File: config.mk
export PLATFORM = sky130hd
export DESIGN_NAME = tick_timer_bank_flat
export DESIGN_NICKNAME = d
export VERILOG_FILES = /design/src/rtl/tick_timer_bank_if.sv /design/src/rtl/tick_timer_bank.sv /design/src/flat_wrapper.sv
export SDC_FILE = /design/constraint.sdc
export NUM_CORES = 1
export LEC_CHECK = 0
export CORE_MARGIN = 1
export CORE_UTILIZATION = 50
export CTS_CLUSTER_DIAMETER = 40
export DETAILED_ROUTE_END_ITERATION = 7
export PLACE_DENSITY = 0.69
export SLEW_MARGIN = 5
export SYNTH_ARGS = -nofsm -noshare
export SYNTH_HDL_FRONTEND = slang
export SYNTH_SLANG_ARGS = --single-unit
File: constraint.sdc
create_clock -name mclk -period 3.25 [get_ports mclk]
set_input_delay 0.65 -clock mclk [delete_from_list [all_inputs] [get_ports mclk]]
set_output_delay 0.65 -clock mclk [all_outputs]
set_load 0.02 [all_outputs]
File: src/rtl/tick_timer_bank_if.sv
// Command, flag-clear and readback bus for tick_timer_bank.
// The game-logic master drives commands. The timer bank slave returns the selected channel count.
interface tick_timer_bank_if #(
  parameter int N_CH = 4,
  parameter int CW   = 16
);
  localparam int IW = (N_CH > 1) ? $clog2(N_CH) : 1;

  logic            cmd_start;
  logic            cmd_stop;
  logic [IW-1:0]   cmd_ch;
  logic [CW-1:0]   cmd_period;
  logic            cmd_mode;
  logic [N_CH-1:0] flag_clr;
  logic [IW-1:0]   rd_ch;
  logic [CW-1:0]   rd_count;

  modport master (
    output cmd_start, cmd_stop, cmd_ch, cmd_period, cmd_mode, flag_clr, rd_ch,
    input  rd_count
  );

  modport slave (
    input  cmd_start, cmd_stop, cmd_ch, cmd_period, cmd_mode, flag_clr, rd_ch,
    output rd_count
  );
endinterface

File: src/rtl/tick_timer_bank.sv
// Shared mclk prescaler plus N_CH programmable base-tick down-counters.
// Each channel raises one-cycle expire pulses and sticky flags, in one-shot or periodic mode.
module tick_timer_bank #(
  parameter int DIV  = 100000,
  parameter int N_CH = 4,
  parameter int CW   = 16
) (
  input  logic            mclk,
  input  logic            rst,
  tick_timer_bank_if.slave bus,
  output logic            base_tick,
  output logic [N_CH-1:0] expire,
  output logic [N_CH-1:0] flags,
  output logic [N_CH-1:0] running,
  output logic            irq
);
  localparam int PW = $clog2(DIV);
  localparam int IW = (N_CH > 1) ? $clog2(N_CH) : 1;

  logic [PW-1:0]   pre_cnt;
  logic [CW-1:0]   count  [N_CH];
  logic [CW-1:0]   period [N_CH];
  logic [N_CH-1:0] mode;

  logic [N_CH-1:0] start_hit;
  logic [N_CH-1:0] stop_hit;
  logic [N_CH-1:0] exp_nxt;
  logic [N_CH-1:0] flags_nxt;

  // A command addressed to a channel suppresses that channel's tick this cycle.
  // A cmd_ch value outside the channel range matches no channel.
  always_comb begin
    // NOTE: every always_comb output gets a default first, so no latch is inferred.
    start_hit = '0;
    stop_hit  = '0;
    exp_nxt   = '0;
    for (int i = 0; i < N_CH; i++) begin
      start_hit[i] = bus.cmd_start && (bus.cmd_ch == IW'(i));
      stop_hit[i]  = bus.cmd_stop  && (bus.cmd_ch == IW'(i));
      exp_nxt[i]   = running[i] && base_tick && !start_hit[i] && !stop_hit[i]
                     && (count[i] == CW'(1));
    end
    // A flag set wins over a clear in the same cycle, so no event is lost.
    flags_nxt = (flags & ~bus.flag_clr) | exp_nxt;
  end

  always_comb begin
    bus.rd_count = '0;
    for (int i = 0; i < N_CH; i++)
      if (bus.rd_ch == IW'(i)) bus.rd_count = count[i];
  end

  always_ff @(posedge mclk) begin
    // NOTE: sequential state uses non-blocking assignments only.
    if (rst) begin
      pre_cnt   <= '0;
      base_tick <= 1'b0;
      expire    <= '0;
      flags     <= '0;
      irq       <= 1'b0;
      running   <= '0;
      mode      <= '0;
      // NOTE: these per-channel arrays are small register files, not RAM. They are reset so readback is 0.
      for (int i = 0; i < N_CH; i++) begin
        count[i]  <= '0;
        period[i] <= '0;
      end
    end else begin
      if (pre_cnt == PW'(DIV - 1)) begin
        pre_cnt   <= '0;
        base_tick <= 1'b1;
      end else begin
        pre_cnt   <= pre_cnt + PW'(1);
        base_tick <= 1'b0;
      end

      expire <= exp_nxt;
      flags  <= flags_nxt;
      irq    <= |flags_nxt;

      for (int i = 0; i < N_CH; i++) begin
        if (start_hit[i]) begin
          if (bus.cmd_period != '0) begin
            count[i]   <= bus.cmd_period;
            period[i]  <= bus.cmd_period;
            mode[i]    <= bus.cmd_mode;
            running[i] <= 1'b1;
          end else begin
            count[i]   <= '0;
            running[i] <= 1'b0;
          end
        end else if (stop_hit[i]) begin
          running[i] <= 1'b0;
        end else if (running[i] && base_tick) begin
          if (exp_nxt[i]) begin
            if (mode[i]) begin
              count[i] <= period[i];
            end else begin
              count[i]   <= '0;
              running[i] <= 1'b0;
            end
          end else if (count[i] > CW'(1)) begin
            count[i] <= count[i] - CW'(1);
          end
        end
      end
    end
  end
endmodule

File: src/flat_wrapper.sv
// flat-port wrapper written by rule: the top's interface ports become plain ports
module tick_timer_bank_flat 
#(
  parameter int DIV  = 100000,
  parameter int N_CH = 4,
  parameter int CW   = 16
)
  (mclk, rst, base_tick, expire, flags, running, irq, bus_cmd_start, bus_cmd_stop, bus_cmd_ch, bus_cmd_period, bus_cmd_mode, bus_flag_clr, bus_rd_ch, bus_rd_count);
  tick_timer_bank_if #(.N_CH(N_CH), .CW(CW)) bus_i ();
  input  logic mclk;
  input  logic rst;
  output logic base_tick;
  output logic [N_CH-1:0] expire;
  output logic [N_CH-1:0] flags;
  output logic [N_CH-1:0] running;
  output logic irq;
  input wire logic [$bits(bus_i.cmd_start)-1:0] bus_cmd_start;
  input wire logic [$bits(bus_i.cmd_stop)-1:0] bus_cmd_stop;
  input wire logic [$bits(bus_i.cmd_ch)-1:0] bus_cmd_ch;
  input wire logic [$bits(bus_i.cmd_period)-1:0] bus_cmd_period;
  input wire logic [$bits(bus_i.cmd_mode)-1:0] bus_cmd_mode;
  input wire logic [$bits(bus_i.flag_clr)-1:0] bus_flag_clr;
  input wire logic [$bits(bus_i.rd_ch)-1:0] bus_rd_ch;
  output wire logic [$bits(bus_i.rd_count)-1:0] bus_rd_count;
  assign bus_i.cmd_start = bus_cmd_start;
  assign bus_i.cmd_stop = bus_cmd_stop;
  assign bus_i.cmd_ch = bus_cmd_ch;
  assign bus_i.cmd_period = bus_cmd_period;
  assign bus_i.cmd_mode = bus_cmd_mode;
  assign bus_i.flag_clr = bus_flag_clr;
  assign bus_i.rd_ch = bus_rd_ch;
  assign bus_rd_count = bus_i.rd_count;
  tick_timer_bank #(.DIV(DIV), .N_CH(N_CH), .CW(CW)) u_core (.mclk(mclk), .rst(rst), .bus(bus_i), .base_tick(base_tick), .expire(expire), .flags(flags), .running(running), .irq(irq));
endmodule
* Word-level counts from Yosys, hierarchy flattened *
Memory sizes are Yosys's and may differ from the RTL's.
Index checks and enable logic that the tools add are counted.

word-level totals
  input bits = 29
  bits in writable memories = 128
  latch bits = 0
  memories = 2
  memory bits (read-only) = 0
  output and inout port bits = 30
  logic and storage cells = 280
  flip-flop bits (word level) = 35

memory list
  memory         words  bits a word  rd ports  clocked after memory_dff  wr ports  RTL line               source
  u_core.count   4      16           4         0                         4         tick_timer_bank.sv:21  logic [CW-1:0] count [N_CH];
  u_core.period  4      16           4         0                         4         tick_timer_bank.sv:22  logic [CW-1:0] period [N_CH];

operators by class
  $add $sub $neg = 5
  shift operators = 0
  multipliers = 0
  muxes and demuxes = 161
  equal/unequal tests = 15
  divide/modulo/power cells = 0
  reduce and logical (&&, ||, !) cells = 53
  order comparisons = 4
  bitwise gates (word level) = 27

operators with widths
  kind                                                             count
  2-to-1 mux 16 bit                                                28
  2-to-1 mux 1 bit                                                 133
  == test 16 x 1 -> 1 bit (second input constant)                  4
  greater-than comparator 16 x 1 -> 1 bit (second input constant)  4
  subtractor 16 x 1 -> 16 bit (second input constant)              4
  logical AND 1 bit                                                24
  OR 1 bit                                                         24
  nonzero test 3 bit                                               8
  adder 17 x 1 -> 17 bit (second input constant)                   1
  == test 17 bit (second input constant)                           1
  nonzero test 16 bit                                              1
  inequality test 3 bit (second input constant)                    4
  AND reduction 3 bit                                              4
  == test 2 bit (second input constant)                            4
  logical NOT 1 bit                                                8
  AND reduction 2 bit                                              4
  bitwise AND 4 bit                                                1
  == test 2 x 1 -> 1 bit (second input constant)                   2
  logical NOT 2 bit                                                2
  inverter 4 bit                                                   1
  OR 4 bit                                                         1
  OR reduction 4 bit                                               1
  OR reduction 2 bit                                               1

* Longest topological paths before layout *
Gate-level depths: netlist of run 1.

  depth in word-level cells = 15
  depth in mapped cells = 9
  gate-level depth less buffers = 7

* Worst setup path before layout of run 1 *
OpenSTA, ideal clock, no wires.

  kind = in2out
  from = input port bus_rd_ch[0]
  to = output port bus_rd_count[10]
  arrival = 2.294 ns
  stages = 3
  path slack = 0.306 ns
  cells stage by stage = clkbuf_1 -> buf_1 -> mux4_1

between the ends
  word-level cells in the longest chain between the ends = 5
  elaborated cells between the ends (all ways) = 8

ends and longest elaborated chain
  item                             RTL line               source
  from (decl)                      flat_wrapper.sv:23     input wire logic [$bits(bus_i.rd_ch)-1:0] bus_rd_ch;
  logical NOT 2 bit                tick_timer_bank.sv:50  if (bus.rd_ch == IW'(i)) bus.rd_count = count[i];
  2-to-1 mux 16 bit (3 in series)  tick_timer_bank.sv:50
  2-to-1 mux 16 bit *              tick_timer_bank.sv:50
  to (decl)                        flat_wrapper.sv:24     output wire logic [$bits(bus_i.rd_count)-1:0] bus_rd_count;

Every way passes the cells marked *; elsewhere a longest branch is shown, timed or not.

* Final worst setup path of run 1 *
  from = input port bus_rd_ch[0]
  to = output port bus_rd_count[0]

The elaborated chain is that of the path after synthesis.

==> impl_metrics.yaml, run 1 <==
status:
  status: "complete, no violations"
worst_setup_path:
  endpoint_kind: "output pin"
  crit_type: "input port to output pin"
  start_kind: "input port"
  crit_required_ns: 2.60
  crit_fanout: 16
  arrival_ns: 2.49
synth:
  synth_compound_area_share_pct: 12.89
  synth_top_family_by_area: "simple AND/OR/NAND/NOR gates"
  synth-adder-area-share_pct: 1.251
  async_flop_share_pct: 0
  synthSimpleGateAreaFrac_pct: 20.97
  yosys-top-cells-area: "edfxtp_1 (43%), dfxtp_1 (7.8%), and2_1 (4.6%)"
  synth_area_per_cell_um2: 11.01
  ys_seq_elements: 163
  synth_top_area_share_pct: 42.71
  yosysWarningCount: 0
  synth_edf_count: 128
  synth.yosys.seq_area_share_pct: 50.50
  synth_area_leader_cell: "edfxtp_1"
  synthFlopType: "edfxtp_1"
  syn_nets: 855
  syn_area_um2: 8999
  synth_mux_area_share_pct: 5.951
  synth_xor_area_share_pct: 5.548
  synth_cells: 817
  synth_cell_types: 69
power:
  power_density_nw_per_um2: 463.4
  ir_drop_uv: 402.0
  power.total_mw: 4.999
  cellLeakagePower_nw: 3.875
  p_clk_share_pct: 39.5
  switching_share_pct: 27.25
  pwr-share-seq_pct: 49.5
  p_switching_mw: 1.362
  p_comb_share_pct: 11.0
  internal-power_mw: 3.637
clocking:
  cts_num_sinks: 163
  cts_buffer_depth: 2
  ctsResizeCount: 0
  clk_pin_slew_ns: 0.07
  cts_tree: "built"
  clkLatencyLatePin_ns: 0.43
  cts_buffers: 17
  cts-root-buf: "clkbuf_16"
  cts_setup_buffers: 0
  htree_levels: 4
  cts_hold_buf: 0
routing:
  wl_um: 27470
  first_pass_iters: 6
  dr_total_vias: 7406
  drt_iter0_markers: 866
  postRouteAntennaNets: 0
  drc: 0
  vias_per_cell: 6.368
  wl_per_cell_um: 23.62
flow_run:
  maxCapViolCount: 0
global_route:
  grt_pass1_wl_um: 42260
  grt.total_usage_pct: 31.36
  grt_overflow_total: 0
  grt_pass1_vias: 7252
  antenna_found_initial: 1
  grt_max_degree: 27
sta:
  hold_violations: 0
  rsz0062_at_grt: "no"
  min_period_ns: 3.143
  finalClockSkew_ns: 0.01340
  worst_pin_slew_ns: 1.046
  slew_headroom_pct: 30.00
  max_freq_ghz: 0.3181
  tns_ns: 0
  setup_viol: 0
  report.final.slew_viol_count: 0
  fin_crit_sh_pct: 96.72
layout:
  area.sequential_um2: 4544
  syn2layout_area_growth_pct: 19.88
  layout_commonest_cell: "edfxtp_1"
  nNetsFinal: 963
  fill_cells: 1432
  final_cell_mix: "edfxtp_1 (128), nor2_1 (71), and2_1 (66)"
  fin_area_um2: 10790
  antenna_cells: 0
  multi_input_area_um2: 4198
  layout-drive-gt1-share_pct: 15.25
die:
  die_x_um: 136.2
  core-area_um2: 17420
  die_y_um: 136.2
  pin_count: 59
  dieArea_um2: 18540
  initial_core_util_pct: 51.67
  rows: 48
placement:
  dp_hpwl_um: 19530
  place_congestion: 0.9781
  port_buffers: 58
  place_area_um2: 10220
min_path:
  hp-class: "register to register"
[area by class of cell]
cell class                      instances  share of cell area, %
Clock buffer                           18                  4.013
Clock inverter                         14                  1.253
Tap cell                              225                  2.610
Multi-Input combinational cell        598                  38.91
Inverter                               20                 0.6959
Timing Repair Buffer                  125                  10.39
Sequential cell                       163                  42.12
[metal layers]
| metal | wire length, µm | vias to the layer above | global-route usage, % |
|---|---|---|---|
| li1 | - | 3307 | - |
| met1 | 11350 | 3622 | 42.84 |
| met2 | 12080 | 410 | 47.07 |
| met3 | 2578 | 67 | 5.928 |
| met4 | 1450 | 0 | 16.91 |
| met5 | 0 | - | 0 |
[critical path, stage by stage]
cell	delay (ns)
clkdlybuf4s50_1	0.53
buf_12	0.19
mux4_2	0.56
clkdlybuf4s50_1	0.56
[stage by stage]
| stage | cells | utilization [%] | hold slack (ns) | setup WS [ns] |
|---|---|---|---|---|
| after floorplan | 817 | - | 0.4176 | 0.3063 |
| after global placement | 1131 | 58.66 | 0.4289 | -0.06061 |
| after detailed placement | 1131 | 58.66 | 0.4376 | -0.1909 |
| after CTS | 1163 | 61.92 | 0.4533 | 0.1066 |
| after global routing | 1163 | 61.94 | 0.4820 | 0.05750 |
| final | 1163 | 61.94 | 0.4496 | 0.1066 |
[state kept, by name, indices dropped and copies added, names as in the netlist]
register	cells
u_core.irq	1
u_core.period	64
u_core.base_tick	1
u_core.flags	4
u_core.expire	4
u_core.pre_cnt	17
u_core.count	64
u_core.mode	4
u_core.running	4
[power by group through the flow]
stage                     clock network [mW]  registers (mW)  logic, mW
after floorplan                            0            2.47      0.298
after global placement                     0            2.51      0.529
after detailed placement                   0            2.52      0.538
after CTS                               2.00            2.47      0.543
after global routing                    2.07            2.48      0.586
final                                   1.97            2.48      0.550
[synthesized netlist by cell type, types with 4 or more instances]
cell type / n
and3_1: 4
o21a_1: 7
mux4_2: 15
inv_1: 20
buf_2: 7
xor2_1: 23
clkbuf_1: 21
nor2_1: 71
nor3_1: 19
dfxtp_1: 35
and2_1: 66
a31oi_1: 5
o31ai_1: 5
and4_1: 4
nor2b_1: 4
nand4_1: 11
a211o_1: 14
xnor2_1: 34
nand2_1: 61
nor4_1: 16
nand4b_1: 6
a22oi_1: 31
or3_1: 4
o21ai_0: 16
a21oi_1: 39
mux2i_1: 16
o22ai_1: 16
nor3b_1: 4
edfxtp_1: 128
nand2b_1: 12
a211oi_1: 4
ha_1: 9
nand3_1: 14
o31a_1: 4
buf_6: 5
or4_1: 13
or2_2: 6
[kinds of logic after synthesis]
| family | count (synthesis) |
|---|---|
| fa+ha+maj | 9 |
| simple gates | 337 |
| compound gates | 162 |
| buf+inv | 56 |
| flops | 163 |
| xor+xnor | 57 |
| mux | 33 |
[path summary, 6_finish.rpt]
kind,start,endpoint,slack (ns),cells past startpoint
max,bus_rd_ch[0],bus_rd_count[0],0.11,4
min,u_core.pre_cnt[0]$_SDFF_PP0_,u_core.pre_cnt[0]$_SDFF_PP0_,0.45,1
max reg2reg,u_core.count[0][1]$_SDFFCE_PN0P_,u_core.count[0][0]$_SDFFCE_PN0P_,0.17,7
min reg2reg,u_core.pre_cnt[0]$_SDFF_PP0_,u_core.pre_cnt[0]$_SDFF_PP0_,0.45,1
(Power assumes the default switching activity.)
==> run 2, diff against run 1 <==
==> constraint.sdc (replaced) <==
create_clock -name mclk -period 4 [get_ports mclk]
set_input_delay 0.8 -clock mclk [delete_from_list [all_inputs] [get_ports mclk]]
set_output_delay 0.8 -clock mclk [all_outputs]
set_load 0.02 [all_outputs]
==> impl_metrics.yaml, run 2 (synthesized netlist as in run 1, its figures left out) <==
die:
  die_x_um: 136.2
  dieArea_um2: 18540
  core-area_um2: 17420
  pin_count: 59
  die_y_um: 136.2
  initial_core_util_pct: 51.67
  rows: 48
worst_setup_path:
  arrival_ns: 3.62
  cpMaxStageDelayCell: "o41ai_4"
  crit_type: "register to register"
  cp_num_buf_inv: 0
  slowest_delay_ns: 0.99
  crit_chain: "nor4_4 -> nand4b_1 -> o41ai_4 -> o31a_1 -> nand2b_1"
  worstReg2RegStart: "u_core.count[0][4]$_SDFFCE_PN0P_"
  crit_fanout: 17
  rrSetupSlack_ns: 0.39
  endpoint_kind: "register"
  crit_required_ns: 4.01
  rr_endpoint: "u_core.count[0][10]$_SDFFCE_PN0P_"
  critPathTopFamily: "simple AND/OR/NAND/NOR gates"
  ff2ff_path_depth: 5
  start_kind: "register"
clocking:
  cts_hold_buf: 0
  cts_buffers: 17
  cts-root-buf: "clkbuf_16"
  cts_buffer_depth: 2
  ctsResizeCount: 0
  cts_setup_buffers: 0
  cts_num_sinks: 163
  htree_levels: 4
  clk_pin_slew_ns: 0.06
  clkLatencyLatePin_ns: 0.43
  cts_tree: "built"
sta:
  rsz0062_at_grt: "no"
  fin_crit_sh_pct: 90.37
  tns_ns: 0
  max_freq_ghz: 0.2766
  hold_violations: 0
  worst_pin_slew_ns: 1.234
  finalClockSkew_ns: 0.007160
  setup_viol: 0
  report.final.slew_viol_count: 0
  slew_headroom_pct: 17.72
  min_period_ns: 3.615
routing:
  postRouteAntennaNets: 0
  drc: 0
  vias_per_cell: 6.417
  first_pass_iters: 5
  drt_iter0_markers: 915
  wl_um: 27260
  dr_total_vias: 7290
  wl_per_cell_um: 23.99
global_route:
  grt_max_degree: 27
  grt_overflow_total: 0
  antenna_found_initial: 0
  grt_pass1_wl_um: 41960
  grt.total_usage_pct: 31.43
  grt_pass1_vias: 7030
power:
  switching_share_pct: 24.11
  power.total_mw: 4.058
  p_comb_share_pct: 10.4
  p_switching_uw: 978.6
  ir_drop_uv: 277.9
  power_density_nw_per_um2: 384.6
  p_clk_share_pct: 39.8
  cellLeakagePower_nw: 3.726
  pwr-share-seq_pct: 49.8
  internal-power_mw: 3.080
status:
  status: "complete, no violations"
layout:
  layout-drive-gt1-share_pct: 12.29
  nNetsFinal: 936
  final_core_util_pct: 60.59
  largestRegisters: "u_core.count x64, u_core.period x64, u_core.pre_cnt x17"
  layout_commonest_cell: "edfxtp_1"
  syn2layout_area_growth_pct: 17.27
  antenna_cells: 0
  final_cell_mix: "edfxtp_1 (128), nor2_1 (71), and2_1 (66)"
flow_run:
  maxCapViolCount: 0
min_path:
  hold_depth: 1
  hp-class: "register to register"
  hp-start: "u_core.pre_cnt[0]$_SDFF_PP0_"
  hold_path_end: "u_core.pre_cnt[0]$_SDFF_PP0_"
placement:
  dp_hpwl_um: 19700
  place_congestion: 0.9746
  port_buffers: 58
-- run 2: worst max-delay path by stage --
stage	start	end	slack (ns)	cells after the start
final	u_core.count[0][4]$_SDFFCE_PN0P_	u_core.count[0][10]$_SDFFCE_PN0P_	0.39	5
after global routing	u_core.count[0][4]$_SDFFCE_PN0P_	u_core.count[0][4]$_SDFFCE_PN0P_	0.21	5
after detailed placement	u_core.count[0][4]$_SDFFCE_PN0P_	u_core.count[0][9]$_SDFFCE_PN0P_	0.43	5
after CTS	u_core.count[0][4]$_SDFFCE_PN0P_	u_core.count[0][10]$_SDFFCE_PN0P_	0.41	5
after global placement	bus_rd_ch[0]	bus_rd_count[10]	0.53	4
after floorplan	bus_rd_ch[0]	bus_rd_count[10]	0.76	3
-- run 2: routing by layer --
layer | GRT usage [%] | part of all wire [%] | vias up | routed length, µm
met1 | 42.95 | 41 | 3548 | 11220
met5 | 0 | 0 | - | 0
met3 | 6.078 | 9.5 | 78 | 2601
met4 | 16.05 | 4.8 | 0 | 1310
met2 | 47.49 | 44 | 415 | 12120
li1 | - | - | 3249 | -
-- run 2: worst reg2reg max path, cell delays in order (launching register included) --
cell and delay (ns):
edfxtp_1 0.52, nor4_4 0.54, nand4b_1 0.40, o41ai_4 0.99, o31a_1 0.30, nand2b_1 0.45
-- run 2: layout make-up --
class	count	area (µm²)
timing repair buffer	98	880.8
fill	1446	6864
multi-input combinational	598	4194
clock inverter	12	140.1
inverter	20	75.07
sequential	163	4544
clock buffer	20	436.7
tap	225	281.5
-- run 2: power groups by stage --
stage | registers [mW] | logic, mW | clock network [mW]
floorplan | 2.01 | 0.242 | 0
global placement | 2.05 | 0.407 | 0
detailed placement | 2.05 | 0.414 | 0
CTS | 2.02 | 0.419 | 1.63
global route | 2.03 | 0.451 | 1.71
finish | 2.02 | 0.423 | 1.61
-- run 2: through the flow --
stage | instance area, µm² | instances | hold WS (ns) | setup slack, ns
after global routing | 10550 | 1136 | 0.4829 | 0.2098
after global placement | 9976 | 1104 | 0.4312 | 0.5264
final | 10550 | 1136 | 0.4549 | 0.3852
after CTS | 10550 | 1136 | 0.4587 | 0.4063
after floorplan | 8999 | 817 | 0.4176 | 0.7563
after detailed placement | 9976 | 1104 | 0.4448 | 0.4349
==> run 3, diff against run 2 <==
--- a/config.mk
+++ b/config.mk
@@ -5,9 +5,10 @@
 export SDC_FILE = /design/constraint.sdc
 export NUM_CORES = 1
 export LEC_CHECK = 0
+export CAP_MARGIN = 0
 export CORE_MARGIN = 1
 export CORE_UTILIZATION = 50
-export CTS_CLUSTER_DIAMETER = 40
+export CTS_CLUSTER_DIAMETER = 50
 export DETAILED_ROUTE_END_ITERATION = 7
 export PLACE_DENSITY = 0.69
 export SLEW_MARGIN = 5
==> results of run 3 <==
No change in the layout: final DEF, timing and power equal those of run 2.
